==> src/rtl/cpu_pkg.sv <==
// ==========================================================================
// cpu_pkg: shared core definitions; ImmSrc format encodings.
// Revision: 1.0
// ==========================================================================
`default_nettype none

package cpu_pkg;

  typedef logic [1:0] imm_src_t;

  localparam imm_src_t IMM_I = 2'b00;
  localparam imm_src_t IMM_S = 2'b01;
  localparam imm_src_t IMM_B = 2'b10;
  localparam imm_src_t IMM_J = 2'b11;

endpackage

`default_nettype wire

==> src/rtl/imm_pack.sv <==
// ==========================================================================
// imm_pack: combinational immediate bit packing and range detection.
// Optional feature macro: IMM_ENCODER_RANGE_CHECK_EN
// Revision: 1.0
// ==========================================================================
`default_nettype none

module imm_pack
  import cpu_pkg::*;
(
  input  logic [1:0]  imm_src,
  input  logic [31:0] imm_val,
  input  logic [31:0] base,
  output logic [31:0] instr,
  output logic        range_err
);

  always_comb begin
    instr = base;
    case (imm_src)
      IMM_I: instr[31:20] = imm_val[11:0];
      IMM_S: begin
        instr[31:25] = imm_val[11:5];
        instr[11:7]  = imm_val[4:0];
      end
      IMM_B: begin
        instr[31]    = imm_val[12];
        instr[7]     = imm_val[11];
        instr[30:25] = imm_val[10:5];
        instr[11:8]  = imm_val[4:1];
      end
      default: begin
        instr[31]    = imm_val[20];
        instr[19:12] = imm_val[19:12];
        instr[20]    = imm_val[11];
        instr[30:21] = imm_val[10:1];
      end
    endcase
  end

`ifdef IMM_ENCODER_RANGE_CHECK_EN
  // A field is representable when every bit above it equals its sign bit.
  logic w_ovf_11;
  logic w_ovf_12;
  logic w_ovf_20;

  assign w_ovf_11 = ~((&imm_val[31:11]) | ~(|imm_val[31:11]));
  assign w_ovf_12 = ~((&imm_val[31:12]) | ~(|imm_val[31:12]));
  assign w_ovf_20 = ~((&imm_val[31:20]) | ~(|imm_val[31:20]));

  always_comb begin
    range_err = 1'b0;
    case (imm_src)
      IMM_I, IMM_S: range_err = w_ovf_11;
      IMM_B:        range_err = w_ovf_12 | imm_val[0];
      default:      range_err = w_ovf_20 | imm_val[0];
    endcase
  end
`else
  logic w_unused_hi;

  assign w_unused_hi = &{1'b0, imm_val[31:21]};
  assign range_err   = 1'b0;
`endif

endmodule

`default_nettype wire

==> src/rtl/imm_encoder.sv <==
// ==========================================================================
// imm_encoder: valid/ready immediate encoder with registered output and
// saturating counters. Optional feature macro: IMM_ENCODER_RANGE_CHECK_EN
// Revision: 1.0
// ==========================================================================
`default_nettype none

module imm_encoder
  import cpu_pkg::*;
#(
  parameter int CNT_W = 16
) (
  input  logic             clk,
  input  logic             rst_n,
  input  logic             in_valid,
  output logic             in_ready,
  input  logic [1:0]       ImmSrc,
  input  logic [31:0]      ImmVal,
  input  logic [31:0]      Base,
  output logic             out_valid,
  input  logic             out_ready,
  output logic [31:0]      Instr,
  output logic             RangeErr,
  output logic [CNT_W-1:0] EncCount,
  output logic [CNT_W-1:0] ErrCount
);

  localparam logic [CNT_W-1:0] c_cnt_one = {{(CNT_W-1){1'b0}}, 1'b1};

  logic [31:0]      w_instr;
  logic             w_range_err;
  logic             w_in_ready;
  logic             w_accept;
  logic             r_out_valid;
  logic [31:0]      r_instr;
  logic [CNT_W-1:0] r_enc_cnt;

  imm_pack u_imm_pack (
    .imm_src   (ImmSrc),
    .imm_val   (ImmVal),
    .base      (Base),
    .instr     (w_instr),
    .range_err (w_range_err)
  );

  // Reset gates in_ready so nothing can be accepted while rst_n is low.
  assign w_in_ready = rst_n & (~r_out_valid | out_ready);
  assign w_accept   = in_valid & w_in_ready;

  always_ff @(posedge clk) begin
    if (!rst_n) begin
      r_out_valid <= 1'b0;
      r_instr     <= 32'h0;
      r_enc_cnt   <= '0;
    end else if (w_accept) begin
      r_out_valid <= 1'b1;
      r_instr     <= w_instr;
      if (r_enc_cnt != '1) begin
        r_enc_cnt <= r_enc_cnt + c_cnt_one;
      end
    end else if (out_ready) begin
      r_out_valid <= 1'b0;
    end
  end

`ifdef IMM_ENCODER_RANGE_CHECK_EN
  logic             r_range_err;
  logic [CNT_W-1:0] r_err_cnt;

  always_ff @(posedge clk) begin
    if (!rst_n) begin
      r_range_err <= 1'b0;
      r_err_cnt   <= '0;
    end else if (w_accept) begin
      r_range_err <= w_range_err;
      if (w_range_err && (r_err_cnt != '1)) begin
        r_err_cnt <= r_err_cnt + c_cnt_one;
      end
    end
  end

  assign RangeErr = r_range_err;
  assign ErrCount = r_err_cnt;
`else
  logic w_unused_err;

  assign w_unused_err = w_range_err;
  assign RangeErr     = 1'b0;
  assign ErrCount     = '0;
`endif

  assign in_ready  = w_in_ready;
  assign out_valid = r_out_valid;
  assign Instr     = r_instr;
  assign EncCount  = r_enc_cnt;

endmodule

`default_nettype wire

==> config.mk <==
export PLATFORM = sky130hd
export DESIGN_NAME = imm_encoder
export DESIGN_NICKNAME = d
export VERILOG_FILES = /design/src/rtl/cpu_pkg.sv /design/src/rtl/imm_pack.sv /design/src/rtl/imm_encoder.sv
export SDC_FILE = /design/constraint.sdc
export NUM_CORES = 1
export LEC_CHECK = 0
export CAP_MARGIN = 10
export CORE_ASPECT_RATIO = 0.6
export CORE_MARGIN = 4
export CORE_UTILIZATION = 30
export DETAILED_ROUTE_END_ITERATION = 6
export GPL_TIMING_DRIVEN = 0
export PLACE_DENSITY_LB_ADDON = 0.2
export SETUP_SLACK_MARGIN = 0.02
export SLEW_MARGIN = 20
export SYNTH_ARGS = -nofsm -noshare
export SYNTH_HDL_FRONTEND = slang
export SYNTH_SLANG_ARGS = --single-unit
==> constraint.sdc <==
create_clock -name clk -period 2.7 [get_ports clk]
set_input_delay 0.54 -clock clk [delete_from_list [all_inputs] [get_ports clk]]
set_output_delay 0.54 -clock clk [all_outputs]
set_load 0.01 [all_outputs]
==> impl_metrics.ini, run 1 <==
[floorplanning]
die_area_um2 = 9390
io_pins = 137
core_area_um2 = 7450
die_h_um = 76.7
initial_core_util_pct = 31.7
die_w_um = 122
rows = 24

[clocking]
cts_hold_buf = 0
clk_pin_slew_ns = 0.07
cts_buffer_depth = 2
cts-root-buf = clkbuf_16
cts.sinks = 49
post_cts_buffers = 0
insertion_delay_ns = 0.29
cts_tree = done
cts_resized = 0
cts_buffers = 5
htree_levels = 2

[placement]
gp_congestion = 0.771
placed_area_um2 = 3560
portBuffers = 101
dp_hpwl_um = 5450

[finish]
nNetsFinal = 472
multi_input_area_um2 = 1240
post-route-cell-area_um2 = 3720
fillers = 751
diodes = 0
area_growth_pct = 57.6
drive_gt1_share_pct = 8.29
utilization_pct = 49.9
regArea_um2 = 981

[worst_hold_path]
min_path_cells = 2
hold_path.class = flop to flop

[pwr]
power.density_nw_per_um2 = 477
peakVddDrop_v = 0.000225
p_total_w = 0.00177
power.leakage_nw = 1.52

[timing]
finalSetupViolCount = 0
tns_ns = 0
rsz0062_at_grt = no
finalHoldViolations = 0
slew_headroom_pct = 56.1
tightest_slew_ns = 0.658
fin_skew_ns = 0.00433
fin_crit_sh_pct = 92.8
drv_slew = 0
fmax_mhz = 399
period_minus_slack_ns = 2.50

[routing]
drt_iter0_markers = 161
via_count = 2274
drc = 0
vias_per_cell = 4.53
drt_first_pass_iters = 4
finalWirelength_um = 6850
antenna_left = 0
wire_per_inst_um = 13.6

[run_status]
status = completed

[synth]
synth_edf_count = 0
synth_cells = 273
ys_top_cells_by_count = dfxtp_1, nand2_1, o21ai_0
synth_seq_cells = 49
yosys.area.top_type_share_pct = 41.6
async_reset_ff_share_pct = 0
syn_area_per_cell_um2 = 8.64
ys_types = 38
netlist_area_um2 = 2360
yosys.cell_count.top_type = dfxtp_1
ys_seq_area_share_pct = 41.6
synth_top_area_cell = dfxtp_1
ys.warnings.count = 0
synth_area_leaders = dfxtp_1, nand2_1, buf_4
ys.flop_type = dfxtp_1

[worst_setup_path]
cp.arrival_ns = 1.96
path_max_fanout = 6
crit_required_ns = 2.16
crit_path_start_kind = primary input
worstSetupEndpointType = output pin
reg2reg_depth = 7
critPathKind = primary input to output pin

[global_route]
grt_pass1_wl_um = 11400
grt_pass1_vias = 2261
grt_usage_pct = 15.2
grt_max_degree = 15
overflow = 0
antenna_found_initial = 0

[job]
drv_cap = 0
-- stage by stage --
stage               setup slack [ns]  hold WS (ns)  std cells
floorplan                      0.764         0.480        289
global placement               0.108         0.442        494
CTS                            0.183         0.462        502
detailed placement            0.0522         0.451        494
global route                   0.147         0.478        502
finish                         0.195         0.459        502
-- logic make-up (layout without fill, tap and decap cells) --
kind of cell / count (synthesis) / after routing / share of synthesized area [%]
simple gates: 115 / 115 / 25.4
other cells: 1 / 17 / 0.159
flops: 49 / 49 / 41.6
compound gates: 50 / 50 / 14.0
xor+xnor: 11 / 11 / 4.09
mux: 9 / 9 / 3.82
buf+inv: 33 / 142 / 8.28
fa+ha+maj: 5 / 5 / 2.65
-- critical path: stages --
cell and delay, ns:
clkdlybuf4s50_1 0.41, nor2b_1 0.38, nor2b_1 0.12, clkdlybuf4s50_1 0.51
-- worst paths after layout --
check | startpoint | to | slack (ns)
worst max-delay path | out_ready | in_ready | 0.20
worst min register to register | Instr[2]$_SDFFE_PN0P_ | Instr[2]$_SDFFE_PN0P_ | 0.46
worst max register to register | EncCount[0]$_SDFFE_PN0P_ | EncCount[0]$_SDFFE_PN0P_ | 0.67
worst min-delay path | Instr[2]$_SDFFE_PN0P_ | Instr[2]$_SDFFE_PN0P_ | 0.46
-- cell type report --
class | instances | area share, %
Multi-Input combinational cell | 207 | 33.4
Timing Repair Buffer | 101 | 27.2
Sequential cell | 49 | 26.4
Buffer | 31 | 5.05
Clock buffer | 7 | 4.11
Tap cell | 104 | 3.50
Inverter | 2 | 0.202
Clock inverter | 1 | 0.135
-- power breakdown --
part	internal [W]	leakage, nW	switching, W
combinational	0.000190	1.04	0.000138
clock	0.000393	0.0799	0.000270
sequential	0.000761	0.401	0.0000210
-- registers in the layout, summed over array words and instances (netlist names) --
name       count
Instr         32
EncCount      16
out_valid      1
-- layout by cell type, fill, tap and decap left out, drive strengths merged, types with 5 or more instances in the layout --
master,Yosys,layout
and2,11,11
buf,20,20
clkbuf,11,18
clkdlybuf4s50,0,101
conb,1,17
dfxtp,49,49
ha,5,5
mux2i,9,9
nand2,44,44
nand3,14,14
nand4,7,7
nor2,12,12
nor2b,10,10
nor3,5,5
o211a,9,9
o21ai,23,23
xnor2,8,8
-- per-layer routing --
metal / GRT usage, % / vias up / routed length (um)
met3: 6.99 / 4 / 705
met4: 3.02 / 0 / 49
li1: - / 1159 / -
met5: 0 / - / 0
met2: 22.1 / 74 / 2850
met1: 20.7 / 1037 / 3250
Note: power is estimated with default switching activity, not from simulation.
==> inputs of run 2 (changes only) <==
--- a/config.mk
+++ b/config.mk
@@ -11,6 +11,7 @@
 export CORE_UTILIZATION = 30
 export DETAILED_ROUTE_END_ITERATION = 6
 export GPL_TIMING_DRIVEN = 0
+export MAX_ROUTING_LAYER = met4
 export PLACE_DENSITY_LB_ADDON = 0.2
 export SETUP_SLACK_MARGIN = 0.02
 export SLEW_MARGIN = 20
==> impl_metrics.ini, run 2 (synthesis gave the netlist of run 1 again) <==
[worst_hold_path]
hold_path.class = flop to flop

[timing]
fin_crit_sh_pct = 92.8
finalHoldViolations = 0
fmax_mhz = 399
layout_setup_ws_ns = 0.196
rsz0062_at_grt = no
tns_ns = 0
tightest_slew_ns = 0.658
fin_skew_ns = 0.00508
slew_headroom_pct = 56.1
drv_slew = 0
period_minus_slack_ns = 2.50
finalSetupViolCount = 0

[clocking]
clk_pin_slew_ns = 0.06
insertion_delay_ns = 0.29
htree_levels = 2
cts.sinks = 49
cts_buffer_depth = 2
cts_hold_buf = 0
cts-root-buf = clkbuf_16
cts_resized = 0
cts_tree = done
post_cts_buffers = 0
cts_buffers = 5

[worst_setup_path]
crit_path_start_kind = primary input
critPathKind = primary input to output pin
path_max_fanout = 6
cp_slowest_cell = clkdlybuf4s50_1
timing.critical_path.buf_inv = 2
crit_required_ns = 2.16
worstSetupEndpointType = output pin
slowest_delay_ns = 0.51
cp.arrival_ns = 1.96
critPathTopFamily = buffers and inverters
cp_cell_sequence = clkdlybuf4s50_1 -> nor2b_1 -> nor2b_1 -> clkdlybuf4s50_1

[floorplanning]
rows = 24
die_w_um = 122
initial_core_util_pct = 31.7
die_area_um2 = 9390
die_h_um = 76.7
core_area_um2 = 7450
io_pins = 137

[job]
drv_cap = 0

[routing]
drt_iter0_markers = 171
via_count = 2298
antenna_left = 0
drt_first_pass_iters = 4
vias_per_cell = 4.58
finalWirelength_um = 6820
wire_per_inst_um = 13.6
drc = 0

[global_route]
grt_usage_pct = 15.6
grt_pass1_vias = 2285
grt_max_degree = 15
grt_pass1_wl_um = 11400
antenna_found_initial = 0
overflow = 0

[finish]
drive_gt1_share_pct = 8.29
nNetsFinal = 472
largest_register_ffs = 32
layout_commonest_cell = clkdlybuf4s50_1
final_cell_mix = clkdlybuf4s50_1, dfxtp_1, nand2_1
area_growth_pct = 57.6
diodes = 0
fillers = 751

[pwr]
power_frac_comb_pct = 18.5
clock_power_share_pct = 37.4
peakVddDrop_v = 0.000226
power.leakage_nw = 1.52
p_int_w = 0.00134
p_sw_share_pct = 24.2
pwr-share-seq_pct = 44.1
power_switching_w = 0.000430
power.density_nw_per_um2 = 477

[placement]
pre_cts_ws_ns = 0.0522
dp_hpwl_um = 5450
gp_congestion = 0.781
portBuffers = 101

[run_status]
status = completed
-- run 2: cell counts in the layout (fill, tap and decap cells not counted) --
Identical to the previous run, type by type.
-- run 2: area by class of cell --
class                      count  area [um2]  area share (%)
clock inverter                 1        5.00           0.135
clock buffer                   7         153            4.11
multi-input combinational    207        1240            33.4
tap                          104         130            3.50
sequential                    49         981            26.4
buffer                        31         188            5.05
inverter                       2        7.51           0.202
timing repair buffer         101        1010            27.2
-- run 2: per-layer routing --
metal / wire length (um) / up-vias / GRT usage (%)
li1: - / 1159 / -
met1: 3340 / 1054 / 21.2
met2: 2840 / 81 / 22.2
met3: 595 / 4 / 5.81
met4: 48 / 0 / 3.02
met5: 0 / - / -
-- run 2: through the flow --
| stage | hold WS [ns] | instances | utilization [%] | power (W) | instance area, um2 |
|---|---|---|---|---|---|
| 2_1_floorplan | 0.480 | 289 | - | 0.000940 | 2420 |
| 3_3_place_gp | 0.442 | 494 | 47.8 | 0.00112 | 3560 |
| 3_5_place_dp | 0.451 | 494 | 47.8 | 0.00113 | 3560 |
| 4_1_cts | 0.462 | 502 | 49.9 | 0.00180 | 3720 |
| 5_1_grt | 0.478 | 502 | 49.9 | 0.00187 | 3720 |
| 6_report | 0.457 | 502 | 49.9 | 0.00177 | 3720 |
-- run 2: worst paths after layout --
kind	to	startpoint	slack, ns	cells after the start
hold reg to reg	Instr[26]$_SDFFE_PN0P_	Instr[26]$_SDFFE_PN0P_	0.46	2
hold / removal	Instr[26]$_SDFFE_PN0P_	Instr[26]$_SDFFE_PN0P_	0.46	2
setup / recovery	in_ready	out_ready	0.20	4
setup reg to reg	EncCount[0]$_SDFFE_PN0P_	EncCount[0]$_SDFFE_PN0P_	0.67	7
-- run 2: worst min-delay path: stages, from the launching register on --
cell and delay [ns]:
dfxtp_1 0.31, nand2_1 0.05, o21ai_0 0.06
-- run 2: power by group through the flow --
stage / Clock, W / Sequential [W] / Combinational (W)
2_1_floorplan: 0 / 0.000814 / 0.000126
3_3_place_gp: 0 / 0.000796 / 0.000327
3_5_place_dp: 0 / 0.000797 / 0.000330
4_1_cts: 0.000686 / 0.000782 / 0.000332
5_1_grt: 0.000719 / 0.000786 / 0.000361
6_report: 0.000663 / 0.000782 / 0.000329
==> inputs of run 3 (changes only) <==
--- a/config.mk
+++ b/config.mk
@@ -5,7 +5,7 @@
 export SDC_FILE = /design/constraint.sdc
 export NUM_CORES = 1
 export LEC_CHECK = 0
-export CAP_MARGIN = 10
+export CAP_MARGIN = 20
 export CORE_ASPECT_RATIO = 0.6
 export CORE_MARGIN = 4
 export CORE_UTILIZATION = 30
==> results of run 3 <==
No change in the layout: final DEF, timing and power equal those of run 2.
